**config.mk**
```make
export PLATFORM = sky130hd
export DESIGN_NAME = pipeline_execute_mc
export DESIGN_NICKNAME = d
export VERILOG_FILES = /design/src/rtl/pipeline_execute_mc.sv
export SDC_FILE = /design/constraint.sdc
export NUM_CORES = 1
export LEC_CHECK = 0
export ABC_CLOCK_PERIOD_IN_PS = 12600
export BUFFER_PORTS_ARGS = -buffer_cell sky130_fd_sc_hd__buf_2
export CORE_MARGIN = 1
export CORE_UTILIZATION = 35
export CTS_BUF_LIST = sky130_fd_sc_hd__clkbuf_8
export DETAILED_ROUTE_END_ITERATION = 10
export HOLD_SLACK_MARGIN = 0.12
export PLACE_DENSITY = 0.51
export SYNTH_ARGS = -nofsm -noshare
export SYNTH_HDL_FRONTEND = slang
export SYNTH_SLANG_ARGS = --single-unit
```
**constraint.sdc**
```tcl
create_clock -name clk -period 12.6 [get_ports clk]
set_clock_uncertainty 0.2 [all_clocks]
set_input_delay 1.89 -clock clk [delete_from_list [all_inputs] [get_ports clk]]
set_output_delay 1.89 -clock clk [all_outputs]
set_load 0.02 [all_outputs]
```
**src/rtl/pipeline_execute_mc.sv**
```systemverilog
// Execute stage with operand forwarding, load-use hazard detection,
// a single-cycle ALU path and a multi-cycle shift-add multiplier.
// Results sit in one output register under a valid/ready handshake.
module pipeline_execute_mc #(
    parameter int          DATA_W     = 16,
    parameter logic [3:0]  MUL_OPCODE = 4'b1001
) (
    input  logic              clk,
    input  logic              reset_n,
    input  logic              in_valid,
    output logic              in_ready,
    input  logic [15:0]       instr,
    output logic [2:0]        rn_num,
    output logic [2:0]        rm_num,
    input  logic [DATA_W-1:0] rn_data,
    input  logic [DATA_W-1:0] rm_data,
    input  logic              mem_valid,
    input  logic              mem_writes_reg,
    input  logic              mem_done,
    input  logic [2:0]        mem_rd,
    input  logic [DATA_W-1:0] mem_result,
    output logic              out_valid,
    input  logic              out_ready,
    output logic [15:0]       out_instr,
    output logic [DATA_W-1:0] out_result,
    output logic [2:0]        out_rd,
    output logic              out_writes_reg,
    output logic              out_done,
    output logic              out_z,
    output logic              out_n,
    output logic              busy
);

    // Instruction classes on instr[15:14]; 4'b1000 is a load (result arrives later).
    localparam logic [1:0] A_TYPE  = 2'b00;
    localparam logic [1:0] R_TYPE  = 2'b01;
    localparam logic [3:0] LOAD_OP = 4'b1000;
    localparam int         CNT_W   = $clog2(DATA_W + 1);

    typedef enum logic {S_IDLE, S_MUL} state_t;

    state_t             state_q, state_d;
    logic [CNT_W-1:0]   cnt_q, cnt_d;
    logic [DATA_W-1:0]  acc_q, mcand_q, mplier_q;
    logic [15:0]        mul_instr_q;

    logic               out_valid_q, out_writes_reg_q, out_done_q, out_z_q, out_n_q;
    logic [15:0]        out_instr_q;
    logic [DATA_W-1:0]  out_result_q;
    logic [2:0]         out_rd_q;

    logic               writes_reg, done, is_mul, hazard, accept, out_free;
    logic               own_fwd_ok, mem_fwd_ok, load_alu, load_mul;
    logic [DATA_W-1:0]  rn_val, rm_val, alu_res, mul_sum;

    function automatic logic writes_reg_f(input logic [15:0] ins);
        return (ins[15:14] == A_TYPE) || (ins[15:14] == R_TYPE) ||
               (ins[15:12] == LOAD_OP) || (ins[15:12] == MUL_OPCODE);
    endfunction

    function automatic logic [DATA_W-1:0] alu_f(input logic [15:0] ins,
                                                input logic [DATA_W-1:0] a,
                                                input logic [DATA_W-1:0] b);
        case (ins[15:12])
            4'b0000: return a + b;
            4'b0001: return a - b;
            4'b0010: return a & b;
            4'b0011: return a | b;
            4'b0100: return a ^ b;
            4'b0101: return b;
            4'b0110: return a << 1;
            4'b0111: return a >> 1;
            default: return a + b;   // loads and non-writing ops: address sum
        endcase
    endfunction

    assign rn_num     = instr[5:3];
    assign rm_num     = instr[8:6];
    assign writes_reg = writes_reg_f(instr);
    assign done       = writes_reg && (instr[15:12] != LOAD_OP);
    assign is_mul     = (instr[15:12] == MUL_OPCODE);

    // While multiplying, the output register holds an older instruction, so never forward from it.
    assign own_fwd_ok = (state_q == S_IDLE) && out_valid_q && out_writes_reg_q && out_done_q;
    assign mem_fwd_ok = mem_valid && mem_writes_reg && mem_done;

    // Forwarding mux: own output beats memory stage beats regfile.
    always_comb begin
        rn_val = rn_data;
        rm_val = rm_data;
        if (own_fwd_ok && out_rd_q == rn_num)      rn_val = out_result_q;
        else if (mem_fwd_ok && mem_rd == rn_num)   rn_val = mem_result;
        if (own_fwd_ok && out_rd_q == rm_num)      rm_val = out_result_q;
        else if (mem_fwd_ok && mem_rd == rm_num)   rm_val = mem_result;
    end

    assign hazard = (out_valid_q && out_writes_reg_q && !out_done_q &&
                     (out_rd_q == rn_num || out_rd_q == rm_num)) ||
                    (mem_valid && mem_writes_reg && !mem_done &&
                     (mem_rd == rn_num || mem_rd == rm_num));

    assign out_free = !out_valid_q || out_ready;
    assign in_ready = (state_q == S_IDLE) && !hazard && out_free;
    assign accept   = in_valid && in_ready;
    assign alu_res  = alu_f(instr, rn_val, rm_val);
    // Once all multiplier bits are consumed mplier_q is zero, so this equals acc_q.
    assign mul_sum  = acc_q + (mplier_q[0] ? mcand_q : '0);

    // Next-state and load decisions.
    always_comb begin
        state_d  = state_q;
        cnt_d    = cnt_q;
        load_alu = 1'b0;
        load_mul = 1'b0;
        case (state_q)
            S_IDLE: begin
                if (accept) begin
                    if (is_mul) begin
                        state_d = S_MUL;
                        cnt_d   = '0;
                    end else begin
                        load_alu = 1'b1;
                    end
                end
            end
            S_MUL: begin
                if (cnt_q >= CNT_W'(DATA_W - 1) && out_free) begin
                    load_mul = 1'b1;
                    state_d  = S_IDLE;
                    cnt_d    = '0;
                end else if (cnt_q != CNT_W'(DATA_W)) begin
                    cnt_d = cnt_q + CNT_W'(1);
                end
            end
            default: state_d = S_IDLE;
        endcase
    end

    // Control state register.
    always_ff @(posedge clk or negedge reset_n) begin
        if (!reset_n) begin
            state_q <= S_IDLE;
            cnt_q   <= '0;
        end else begin
            state_q <= state_d;
            cnt_q   <= cnt_d;
        end
    end

    // Multiplier datapath: capture on accept, then one shift-add step per cycle.
    always_ff @(posedge clk) begin
        if (state_q == S_IDLE && accept && is_mul) begin
            acc_q       <= '0;
            mcand_q     <= rn_val;
            mplier_q    <= rm_val;
            mul_instr_q <= instr;
        end else if (state_q == S_MUL && cnt_q != CNT_W'(DATA_W)) begin
            acc_q    <= mul_sum;
            mcand_q  <= mcand_q << 1;
            mplier_q <= mplier_q >> 1;
        end
    end

    // Output register: load ALU or multiply result, else drop valid once consumed.
    always_ff @(posedge clk or negedge reset_n) begin
        if (!reset_n) begin
            out_valid_q      <= 1'b0;
            out_instr_q      <= '0;
            out_result_q     <= '0;
            out_rd_q         <= '0;
            out_writes_reg_q <= 1'b0;
            out_done_q       <= 1'b0;
            out_z_q          <= 1'b0;
            out_n_q          <= 1'b0;
        end else if (load_alu) begin
            out_valid_q      <= 1'b1;
            out_instr_q      <= instr;
            out_result_q     <= alu_res;
            out_rd_q         <= instr[2:0];
            out_writes_reg_q <= writes_reg;
            out_done_q       <= done;
            out_z_q          <= (alu_res == '0);
            out_n_q          <= alu_res[DATA_W-1];
        end else if (load_mul) begin
            out_valid_q      <= 1'b1;
            out_instr_q      <= mul_instr_q;
            out_result_q     <= mul_sum;
            out_rd_q         <= mul_instr_q[2:0];
            out_writes_reg_q <= 1'b1;
            out_done_q       <= 1'b1;
            out_z_q          <= (mul_sum == '0);
            out_n_q          <= mul_sum[DATA_W-1];
        end else if (out_ready) begin
            out_valid_q      <= 1'b0;
        end
    end

    assign out_valid      = out_valid_q;
    assign out_instr      = out_instr_q;
    assign out_result     = out_result_q;
    assign out_rd         = out_rd_q;
    assign out_writes_reg = out_writes_reg_q;
    assign out_done       = out_done_q;
    assign out_z          = out_z_q;
    assign out_n          = out_n_q;
    assign busy           = (state_q == S_MUL);

endmodule

```
# After elaboration in Yosys (flattened, before gate mapping)
# Index checks and enable logic that the tools add are counted.
# totals
regBits	110
latchBits	0
mem_bits_rw	0
rom_bits	0
output_inout_bits	48
mem_count	0
# classes
n_addsub	4
n_mul	0
div_mod_pow	0
magnitude_cmp	1
eq_ne	19
shifts	0
mux	40
bitwise	4
reduce_logical	40
# op_table
operator	count
16-bit 2-to-1 mux	13
16-bit one-hot mux with 7 select lines	1
16-bit adder	2
16-bit zero test	2
1-bit logical AND	22
5-bit 2-to-1 mux	4
1-bit 2-to-1 mux	18
16-bit AND	1
4-bit by 3-bit equality test with 1-bit output, second input constant	4
16-bit bitwise OR	1
16-bit subtractor	1
16-bit XOR	1
3-bit equality test	4
5-bit one-hot mux with 2 select lines	1
4-bit by 2-bit equality test with 1-bit output, second input constant	2
4-bit equality test, second input constant	2
1-bit logical OR	7
3-bit 2-to-1 mux	2
5-bit by 1-bit adder with 5-bit output, second input constant	1
5-bit by 4-bit greater-or-equal comparator with 1-bit output, second input constant	1
5-bit inequality test, second input constant	1
4-bit by 1-bit equality test with 1-bit output, second input constant	1
1-bit zero test	4
2-bit inequality test, second input constant	2
other kinds (9)	10

# Logic depth before layout (Yosys ltp)
# depth
ltp_word	11
depth_mapped	22
ltp_nobuf	20

# Worst setup path after synthesis
# No wires, ideal clock.
# synth_path
kind	input to register
startpoint	input port mem_rd[1]
endpoint	register out_z_q (netlist: out_z)
arrival_ns	6.001
required_time_ns	12.280
path_slack_ns	6.279
cell_stages	21
cell_sequence	xor2_1 -> or4_1 -> buf_6 -> buf_12 -> o211ai_1 -> o21ai_1 -> ha_1 -> and2_1 -> a41o_1 -> xnor2_1 -> ha_1 -> o21ai_0 -> nor2_1 -> o31ai_1 -> a21oi_1 -> a41oi_1 -> a21oi_1 -> nor2_1 -> xnor2_2 -> or3_1 -> a31o_1
# synth_between
elab_chain_cells	11
word_cells_on_any_way	26
classes_between	add/sub: 2; eq/ne: 2; mux: 8; bitwise: 3; reduce/logical: 11
# synth_lines
item	line	source
from (decl)	20	input logic [2:0] mem_rd,
branches (longest 11 deep; another with 16-bit adder)	n/a	
to (signal assigned)	182	out_z_q <= (alu_res == '0);
to (signal assigned)	191	out_z_q <= (mul_sum == '0);
to (decl)	47	logic out_valid_q, out_writes_reg_q, out_done_q, out_z_q, out_n_q;
# Several ways; the timed one is not identified.
# A chain may end at the register's enable or synchronous reset.

# Final worst setup path
# layout_path
startpoint	input port instr[7]
endpoint	register out_z_q (netlist: out_z)
# layout_between
elab_chain_cells	11
word_cells_on_any_way	26
classes_between	add/sub: 2; eq/ne: 2; mux: 6; bitwise: 3; reduce/logical: 13
# layout_lines
item	line	source
from (decl)	12	input logic [15:0] instr,
branches (longest 11 deep; another with 16-bit adder)	n/a	
# Several ways; the timed one is not identified.

==> summary.txt <==
Outcome
  • Outcome: finished clean

Power and ir drop
  • P per Cell Area: ~200 nW/um^2
  • Lkg Pwr: 4.24 nW
  • Total power: slightly below 2 mW
  • VDD IR max: 0.0754 mV

Synth
  • Async set or reset register ratio after synthesis: 39.6%
  • Ys flop type: edfxtp_1
  • Post-synthesis cell count: 998
  • Count of cell types in the netlist: 88
  • Flops & latches, synth: 106
  • Mapped cell area: 8480 um^2
  • Warnings from Yosys: 0
  • Mapped Nets: 1139
  • Seq/Total Area, Yosys: 33.2%
  • Number of synthesized flops with an enable pin: 48
  • Avg Cell Area, Syn: 8.49 um^2

Setup path
  • Critical path depth: 20
  • R2r setup slk: 6990 ps
  • Max incr delay on CP: 910 ps
  • CP Capture Type: flop
  • RR Startpoint: busy$_DFF_PN0_
  • CP Launch Point: instr[7]
  • Critical Path AT: between 7000 and 8000 ps
  • R2R depth: 18
  • CP Class: in -> reg
  • Buf/Inv on CP: 1
  • Type of origin of the critical path: input pin
  • Worst path cell trace: buf_2 > xor2_1 > or4_1 > o211ai_1 > o21ai_1 > ha_1 > and2_1 > a41o_1 > xnor2_1 > ha_1 > o21ai_0 > nor2_1 > o31ai_1 > a21oi_1 > a41oi_1 > a21oi_1 > nor2_1 > xnor2_2 > or3_1 > a31o_1
  • Max Fanout on Critical Path: 16
  • Crit path required time: 12690 ps
  • R2r endpoint: out_z$_DFFE_PN0P_
  • Delay-heaviest family, CP: compound AO/OA/AOI/OAI gates
  • Critical Path Sink: out_z$_DFFE_PN0P_
  • Slowest stage cell, crit path: or4_1

Drt
  • Routed len/inst: 20.5 um
  • Final wirelength: 28900 um
  • DRT Pass-1 Iters: 5
  • Routed Antenna Nets: 0
  • Vias per std cell: 5.57
  • Post-route DRC: 0
  • Vias: 7843
  • DRT iter0 DRCs: 731

Placement
  • Port Buffers: 121
  • HPWL Detailed: between 20000 and 25000 um
  • Dpl cell area: 9330 um^2
  • Routability Congestion: 0.875

Floorplan
  • Placement Rows: 56
  • Die boundary height: approximately 160 um
  • Core Region: approximately 24000 um^2
  • Starting Density: 35.9%
  • I/O pin total: 122
  • Die width: roughly 160 um
  • Die area: 24800 um^2

CTS
  • Max clock buf depth: 2
  • Skew-Pair Late Insertion Delay: between 400 and 500 ps
  • Hold-fix buffers, CTS: 0
  • CTS Root Cell: clkbuf_8
  • Num CTS Buffers: 9
  • Post-cts resize count: 0
  • Reg clk slew, reported paths: between 100 and 150 ps
  • TritonCTS clock tree: built
  • # Post-CTS Setup Buffers: 0
  • H-tree depth: 3
  • Clk sinks: 106

Timing
  • Slew Limit Fails: 0
  • Worst slew pin tran: 951 ps
  • Max_slew headroom: 36.1%
  • Final Hold Fails: 0
  • RSZ-0062 raised after global routing: false
  • Fin crit period: about 6900 ps
  • Fin crit share: 54.9%
  • TNS Setup: 0 ps
  • Endpoints failing setup: 0
  • Max frequency: about 140 MHz

Cells and area
  • N_diodes: 0
  • Final Instance Area: roughly 9500 um^2
  • Layout Nets: 1226
  • Layout cells sized above 1: a little under a fifth
  • Synth-to-Final Area Change: 12.4%

Global route
  • Global-route wire length before repair: 44000 um
  • Vias in the first global route: 7392
  • Largest net degree at the start of global routing: 60
  • Initial antenna violation count: 0
  • All-Layer GR Usage: 23.6%
  • GRT Residual Overflow: 0

Flow run
  • MaxCap Viol Count: 0

Worst hold path
  • Hold WC Path Type: reg -> reg
==> layout make-up <==
class | instances | area, um^2
clock buffer | 9 | 124
clock inverter | 7 | 76.3
fill | 2495 | 14100
inverter | 54 | 203
multi-input combinational | 777 | 5190
sequential | 106 | 2810
tap | 319 | 399
timing repair buffer | 137 | 726
==> synthesized netlist by cell type, types with 4 or more instances <==
master       n  area, um^2
nand2b_1     4        25.0
a2bb2oi_1    4        35.0
nand2_1    122         458
o21bai_1     4        30.0
inv_1       51         191
and4_1       4        35.0
o31ai_1      9        67.6
nor3_1      18        90.1
a221o_1      8        80.1
nand3b_1     5        37.5
xor2_1      21         184
dfrtp_1     42        1050
a31o_2       5        43.8
a22oi_1     24         180
dfxtp_1     16         320
nor2b_1     13        81.3
edfxtp_1    48        1440
ha_1        65         813
or2_2       10        62.6
nor4_1       7        43.8
o22ai_1     11        68.8
and3_1      11        68.8
a21oi_1     48         240
o21ai_0     89         445
a31oi_1      5        31.3
o211ai_1     8        60.1
clkbuf_1    43         161
a221oi_2     8         120
nand4_1      7        43.8
o221ai_1     9        78.8
xnor2_1     26         228
a21o_1       6        45.0
o21a_1       6        45.0
a221oi_1    14         123
nor2_1      77         289
nand3_1     31         155
and2_1      25         156
buf_4       10        75.1
==> worst register-to-register path, cell delays in order (launching register included) <==
cell,delay [ps]
dfrtp_1,560
and4b_1,430
and4_1,740
a221o_1,230
nand2_1,150
and3_1,280
a31o_2,270
xnor2_1,120
ha_1,320
nor3_1,340
nor2_1,140
o31ai_1,200
a21oi_1,100
a41oi_1,390
a21oi_1,180
nor2_1,190
xnor2_2,100
or3_1,360
a31o_1,220
==> metal layers <==
layer | vias up | track usage (%) | share of wire [%]
met4 | 0 | 6.24 | 2.0
met1 | 3741 | 34.2 | 49
met2 | 242 | 37.4 | 45
met3 | 36 | 2.38 | 4.2
met5 | - | 0 | 0
li1 | 3824 | - | -
==> where the power goes <==
group	switching (mW)	internal, mW	leakage (nW)
clock network	0.141	0.0949	0.109
registers	0.116	0.535	1.11
logic	0.662	0.381	3.02
==> logic make-up after synthesis <==
kind of cell	synth area share, %
buffers and inverters	5.95
adder cells (fa/ha/maj)	10.1
multiplexers	0.620
flip-flops	33.2
AND/OR/NAND/NOR	20.9
AO/OA/AOI/OAI	24.2
XOR/XNOR	5.05
==> stage by stage <==
step	hold WS (ps)	std cells	setup WS, ps	utilization, %
finish	249	1409	5680	40.3
CTS	254	1409	5790	40.3
floorplan	215	998	6280	-
detailed placement	225	1393	5370	39.5
global placement	219	1393	5450	39.5
global route	268	1409	5400	40.3
==> cells in the final DEF, fill, tap and decap left out, types with 13 or more instances in the layout <==
cell / count
o21ai_0: 89
edfxtp_1: 48
nor3_1: 18
nor2_1: 76
buf_4: 16
inv_1: 52
nand2_1: 121
dfrtp_1: 42
nand3_1: 31
ha_1: 65
xor2_1: 21
a21oi_1: 48
a221oi_1: 14
dfxtp_1: 16
nor2b_1: 13
a22oi_1: 24
xnor2_1: 26
and2_1: 25
buf_2: 121
==> how the worst min path moves through the flow <==
stage                              startpoint  depth (start not counted)                         to
detailed placement  mul_instr_q[13]$_DFFE_PP_                          2  out_instr[13]$_DFFE_PN0P_
CTS                 mul_instr_q[13]$_DFFE_PP_                          2  out_instr[13]$_DFFE_PN0P_
floorplan           mul_instr_q[13]$_DFFE_PP_                          2  out_instr[13]$_DFFE_PN0P_
finish              mul_instr_q[13]$_DFFE_PP_                          2  out_instr[13]$_DFFE_PN0P_
global placement    mul_instr_q[13]$_DFFE_PP_                          2  out_instr[13]$_DFFE_PN0P_
global route        mul_instr_q[14]$_DFFE_PP_                          2  out_instr[14]$_DFFE_PN0P_
No activity file was read; power rests on OpenSTA's default activity.
